$ cat config.mk
export PLATFORM = sky130hd
export DESIGN_NAME = board_ram_arbiter
export DESIGN_NICKNAME = d
export VERILOG_FILES = /design/src/rtl/board_ram_arbiter.sv
export SDC_FILE = /design/constraint.sdc
export NUM_CORES = 1
export LEC_CHECK = 0
export CAP_MARGIN = 0
export CORE_MARGIN = 5
export CORE_UTILIZATION = 30
export CTS_BUF_LIST = sky130_fd_sc_hd__clkbuf_8 sky130_fd_sc_hd__clkbuf_16
export CTS_CLUSTER_DIAMETER = 100
export DETAILED_ROUTE_END_ITERATION = 10
export MAX_ROUTING_LAYER = met4
export PLACE_DENSITY = 0.57
export SYNTH_ARGS = -nofsm -noshare
export SYNTH_HDL_FRONTEND = slang
export SYNTH_SLANG_ARGS = --single-unit
$ cat constraint.sdc
create_clock -name clk -period 7.9 [get_ports clk]
set_input_delay 1.185 -clock clk [delete_from_list [all_inputs] [get_ports clk]]
set_output_delay 1.185 -clock clk [all_outputs]
set_load 0.05 [all_outputs]
$ cat src/rtl/board_ram_arbiter.sv
// board_ram_arbiter: shares the single-port board-cell RAM between display
// reads (absolute priority, one-cycle latency), a board-clear sweep, and a
// small FIFO of game-logic cell writes. Optional macro BOARD_ARB_HWM_EN
// enables the fifo_hwm occupancy high-water mark; otherwise fifo_hwm is 0.
module board_ram_arbiter #(
    parameter int DEPTH = 4,
    parameter int COLS  = 10,
    parameter int ROWS  = 20
) (
    input  logic                     clk,
    input  logic                     reset_n,
    input  logic                     disp_req,
    input  logic [4:0]               disp_x,
    input  logic [4:0]               disp_y,
    output logic                     disp_valid,
    output logic [3:0]               disp_kind,
    input  logic                     wr_valid,
    output logic                     wr_ready,
    input  logic [4:0]               wr_x,
    input  logic [4:0]               wr_y,
    input  logic [3:0]               wr_kind,
    input  logic                     clear_req,
    output logic                     clear_busy,
    output logic                     ram_en,
    output logic                     ram_we,
    output logic [7:0]               ram_addr,
    output logic [3:0]               ram_wdata,
    input  logic [3:0]               ram_rdata,
    output logic [$clog2(DEPTH):0]   fifo_hwm
);
    localparam int PW    = $clog2(DEPTH);
    localparam int CW    = PW + 1;
    localparam int CELLS = COLS * ROWS;

    localparam logic [0:0] S_IDLE  = 1'b0;
    localparam logic [0:0] S_CLEAR = 1'b1;

    function automatic logic in_range(input logic [4:0] x, input logic [4:0] y);
        return (int'(x) < COLS) && (int'(y) < ROWS);
    endfunction

    function automatic logic [7:0] cell_addr(input logic [4:0] x, input logic [4:0] y);
        return 8'(int'(y) * COLS + int'(x));
    endfunction

    logic [0:0]    r_state;
    logic [7:0]    r_clr_addr;
    logic [4:0]    r_fx [DEPTH];
    logic [4:0]    r_fy [DEPTH];
    logic [3:0]    r_fk [DEPTH];
    logic [PW-1:0] r_rd;
    logic [PW-1:0] r_wr;
    logic [CW-1:0] r_count;
    logic          r_disp_valid;
    logic          r_disp_hit;

    logic          w_disp_inr;
    logic          w_head_inr;
    logic          w_start_clear;
    logic          w_push;
    logic          w_pop;
    logic          w_clr_step;
    logic [PW-1:0] w_wr_idx;
    logic [CW-1:0] w_count_next;

    assign w_disp_inr    = disp_req && in_range(disp_x, disp_y);
    assign w_head_inr    = in_range(r_fx[r_rd], r_fy[r_rd]);
    assign w_start_clear = (r_state == S_IDLE) && clear_req;
    assign wr_ready      = (r_count != CW'(DEPTH)) && reset_n;
    assign w_push        = wr_valid && wr_ready;
    // A write accepted in the clear_req cycle lands in slot 0 of the flushed FIFO.
    assign w_wr_idx      = w_start_clear ? '0 : r_wr;
    assign clear_busy    = (r_state == S_CLEAR);
    assign disp_valid    = r_disp_valid;
    // Select is registered; the data is the RAM's own registered output.
    assign disp_kind     = r_disp_hit ? ram_rdata : '0;

    // Per-cycle RAM slot: display read, then clear sweep, then FIFO head.
    always_comb begin
        ram_en     = 1'b0;
        ram_we     = 1'b0;
        ram_addr   = '0;
        ram_wdata  = '0;
        w_pop      = 1'b0;
        w_clr_step = 1'b0;
        if (reset_n) begin
            if (w_disp_inr) begin
                ram_en   = 1'b1;
                ram_addr = cell_addr(disp_x, disp_y);
            end else if (r_state == S_CLEAR) begin
                ram_en     = 1'b1;
                ram_we     = 1'b1;
                ram_addr   = r_clr_addr;
                w_clr_step = 1'b1;
            end else if (!clear_req && (r_count != '0)) begin
                // Out-of-range entries are popped without touching the RAM.
                w_pop = 1'b1;
                if (w_head_inr) begin
                    ram_en    = 1'b1;
                    ram_we    = 1'b1;
                    ram_addr  = cell_addr(r_fx[r_rd], r_fy[r_rd]);
                    ram_wdata = r_fk[r_rd];
                end
            end
        end
    end

    // Next FIFO occupancy, including the flush on clear start.
    always_comb begin
        if (w_start_clear) begin
            w_count_next = w_push ? CW'(1) : '0;
        end else begin
            w_count_next = r_count + CW'(w_push) - CW'(w_pop);
        end
    end

    // Clear-sweep state machine and address counter.
    always_ff @(posedge clk) begin
        if (!reset_n) begin
            r_state    <= S_IDLE;
            r_clr_addr <= '0;
        end else if (w_start_clear) begin
            r_state    <= S_CLEAR;
            r_clr_addr <= '0;
        end else if (w_clr_step) begin
            if (r_clr_addr == 8'(CELLS - 1)) begin
                r_state <= S_IDLE;
            end
            r_clr_addr <= r_clr_addr + 8'd1;
        end
    end

    // FIFO pointers and occupancy; clear start discards pending entries.
    always_ff @(posedge clk) begin
        if (!reset_n) begin
            r_rd    <= '0;
            r_wr    <= '0;
            r_count <= '0;
        end else begin
            r_count <= w_count_next;
            if (w_start_clear) begin
                r_rd <= '0;
                r_wr <= w_push ? PW'(1) : '0;
            end else begin
                if (w_push) begin
                    r_wr <= r_wr + PW'(1);
                end
                if (w_pop) begin
                    r_rd <= r_rd + PW'(1);
                end
            end
        end
    end

    // FIFO storage write on handshake.
    always_ff @(posedge clk) begin
        if (w_push) begin
            r_fx[w_wr_idx] <= wr_x;
            r_fy[w_wr_idx] <= wr_y;
            r_fk[w_wr_idx] <= wr_kind;
        end
    end

    // Display response: pulse one cycle after every request.
    always_ff @(posedge clk) begin
        if (!reset_n) begin
            r_disp_valid <= 1'b0;
            r_disp_hit   <= 1'b0;
        end else begin
            r_disp_valid <= disp_req;
            r_disp_hit   <= w_disp_inr;
        end
    end

`ifdef BOARD_ARB_HWM_EN
    logic [CW-1:0] r_hwm;

    // Track peak occupancy after each enqueue; bounded by DEPTH by construction.
    always_ff @(posedge clk) begin
        if (!reset_n) begin
            r_hwm <= '0;
        end else if (w_push && (w_count_next > r_hwm)) begin
            r_hwm <= w_count_next;
        end
    end

    assign fifo_hwm = r_hwm;
`else
    assign fifo_hwm = '0;
`endif

endmodule

==> results.yml <==
run_status:
  status: "complete, no violations"
floorplanning:
  core_sq_mm: 0.0126
  fp-row-count: 41
  ios: 57
  die_y_um: 123
  dieArea_sq_mm: 0.0152
  dieWidth_um: 123
  start_util: 0.305
critical_path:
  path_class: "reg2out"
  r2r_slack_ps: 5310
  worstPathArrival_ps: 4300
  reg2regPathDepth: 10
  crit_top_cell: "ha_1"
  slowest_stage: "clkdlybuf4s50_1"
  slowest_delay_ps: 840
  required_ps: 6710
  r2r_start: "clear_busy$_SDFFE_PN0P_"
  start_kind: "flop"
  r2r-end: "r_count[2]$_SDFF_PP0_"
  critPathMaxFanout: 14
  cp_cell_sequence: "mux4_2 -> ha_1 -> ha_1 -> fa_1 -> nand2_1 -> o21ai_0 -> xnor2_1 -> a221oi_2 -> a211oi_2 -> clkdlybuf4s50_1"
  cp-end-kind: "primary output"
logic_synthesis:
  ys_async_sr_fraction: 0
  synth_top_family_by_area: "simple AND/OR/NAND/NOR gates"
  synth-compound-area-share: 0.0809
  synth_fa_ha_area_frac: 0.101
  avgSynthCellArea_sq_um: 13.5
  netlist_instances: 286
  muxShareOfSynthArea: 0.0858
  synth_area_leader_cell: "edfxtp_1"
  ys.flop_type: "edfxtp_1"
  yosys.area_share.simple: 0.103
  ys_types: 40
  ys_seq_area_frac: 0.541
  synth_edf_count: 56
  yosysWarnings: 0
  mappedNetlistArea_sq_mm: 0.00385
  synth_xor_area_frac: 0.0569
  yosys-top-cells-area: "edfxtp_1, dfxtp_1, ha_1"
  yosysTopAreaCellShare: 0.437
  ys_ff_latch: 76
pwr:
  internal-power_w: 0.000747
  power_density_mw_per_mm2: 207
  vdd_drop_max_uv: 127
  share_comb_of_total_power: 0.148
  clockPowerShare: 0.406
  p_leak_nw: 1.71
  switchingPower_w: 0.000248
  p_seq_frac: 0.446
  p_sw_frac: 0.249
drt:
  drc_errors: 0
  ant_nets: 0
  wl_um: 8280
  via_per_inst: 4.72
  first_pass_iters: 4
  drt_iter0_markers: 80
  wl_per_cell_um: 16.0
  vias: 2444
layout:
  final_cell_mix: "edfxtp_1, clkdlybuf4s50_1, nor2_1, ha_1, dfxtp_1"
  diodes: 0
  regArea_sq_mm: 0.00208
  fill_cells: 1235
  final_common_cell: "edfxtp_1"
  multi_input_area_sq_mm: 0.00166
  drive_gt1_frac: 0.0954
  area_growth_syn_to_layout_pct: 25.0
  final_nets: 402
global_routing:
  grtUsageMet3: 0.0256
  use_met2: 0.183
  grt_pass1_wl_um: 13200
  gr-total-overflow: 0
  busiest_layer: "met2"
  first_global_vias: 2468
  antenna_found_initial: 0
  grt_max_degree: 25
  grt_util_all_layers: 0.119
  use_met1: 0.155
hold_path:
  hold_path_depth: 2
  hp-start: "r_rd[1]$_SDFFE_PP0P_"
  hold_class: "reg2reg"
  worstHoldEndpoint: "r_rd[1]$_SDFFE_PP0P_"
sta:
  period_minus_slack_ps: 5490
  fin_ws_ps: 2410
  slew_violations: 0
  hold_viol: 0
  slew_headroom: 0.418
  tightest_slew_ps: 870
  rsz0062_at_grt: "false"
  fin_skew_ps: 8.72
  fmax_ghz: 0.182
  fin_crit_sh: 0.695
  setup_violations: 0
  fin_setup_tns_ps: 0
place:
  io_buffer_count: 53
  post-place-ws_ps: 2530
  place.gp.congestion: 0.836
  dpl.hpwl_um: 5750
cts:
  postCtsSetupRepairBufs: 0
  clock-sinks: 76
  cts_resized: 0
  h-tree-depth: 3
  cts_buffers: 9
  clkTransAtPathRegs_ps: 50
  cts_tree: "built"
  clk_latency_ps: 330
  hold_buffers: 0
  clock_path_buffers: 2
  cts-root-buf: "clkbuf_16"
run:
  cap_violations: 0
==> cells in the mapped netlist, types with 6 or more instances <==
master	number
a21o_1	7
mux4_2	10
nor2b_1	7
and2_1	9
edfxtp_1	56
xor2_1	14
dfxtp_1	20
o21ai_0	15
and3_1	7
nor2_1	24
nand3_1	6
a21oi_1	10
ha_1	23
nand2_1	13
a221oi_1	6
xnor2_1	11
==> flip-flops by register name, indices dropped and copies added, names as in the netlist, named ones only <==
register    count
r_fx           20
r_rd            2
clear_busy      1
r_count         3
disp_valid      1
r_clr_addr      8
r_wr            2
r_fy           20
r_disp_hit      1
r_fk           16
==> cells by family (layout without fill, tap and decap cells) <==
logic type / count (synthesis) / in the layout
XOR/XNOR: 25 / 25
flip-flops: 76 / 76
other: 1 / 3
AND/OR/NAND/NOR: 78 / 78
adder cells (fa/ha/maj): 28 / 28
buffers and inverters: 17 / 75
AO/OA/AOI/OAI: 47 / 47
multiplexers: 14 / 14
==> through the flow <==
stage               hold WS, ps   util  area (sq um)  total power, W  instances
finish                      532  0.381          4810        0.000995        518
global route                583  0.381          4810         0.00104        518
CTS                         538  0.381          4810         0.00101        518
detailed placement          521  0.358          4520        0.000601        502
global placement            503  0.358          4520        0.000599        502
floorplan                   485      -          3860        0.000554        288
==> worst max path at each step <==
stage | from | end | slack, ps
after floorplan | flop | ram_addr[6] | 3360
after global placement | disp_y[1] | ram_addr[7] | 2570
after detailed placement | disp_y[1] | ram_addr[7] | 2530
after CTS | flop | ram_addr[6] | 2320
after global routing | flop | ram_addr[6] | 2220
final | flop | ram_addr[6] | 2410
==> power groups by stage <==
stage	combinational [W]	clock (W)	sequential, W
finish	0.000147	0.000404	0.000444
global route	0.000163	0.000433	0.000445
CTS	0.000149	0.000417	0.000444
detailed placement	0.000148	0	0.000453
global placement	0.000147	0	0.000452
floorplan	0.000102	0	0.000452
==> final cells by class <==
type,count,area share
Timing Repair Buffer,56,0.115
Inverter,3,0.00234
Tap cell,172,0.0447
Clock buffer,9,0.0468
Multi-Input combinational cell,195,0.344
Clock inverter,7,0.0143
Sequential cell,76,0.433
==> worst max-delay path, delay by kind of cell (launching register included) <==
family / cells / cell delay (ps)
muxes: 1 / 480
xor gates and xnor gates: 1 / 180
DFF: 1 / 770
adders and majority gates: 3 / 1090
AOI/OAI and AO/OA: 3 / 530
buffers and inverters: 1 / 840
and+or+nand+nor: 1 / 60
==> layer usage <==
layer	wire length, um	vias to the layer above
li1	-	1183
met2	3770	89
met4	117	0
met3	548	13
met5	0	-
met1	3840	1159
No activity file was read; power rests on OpenSTA's default activity.
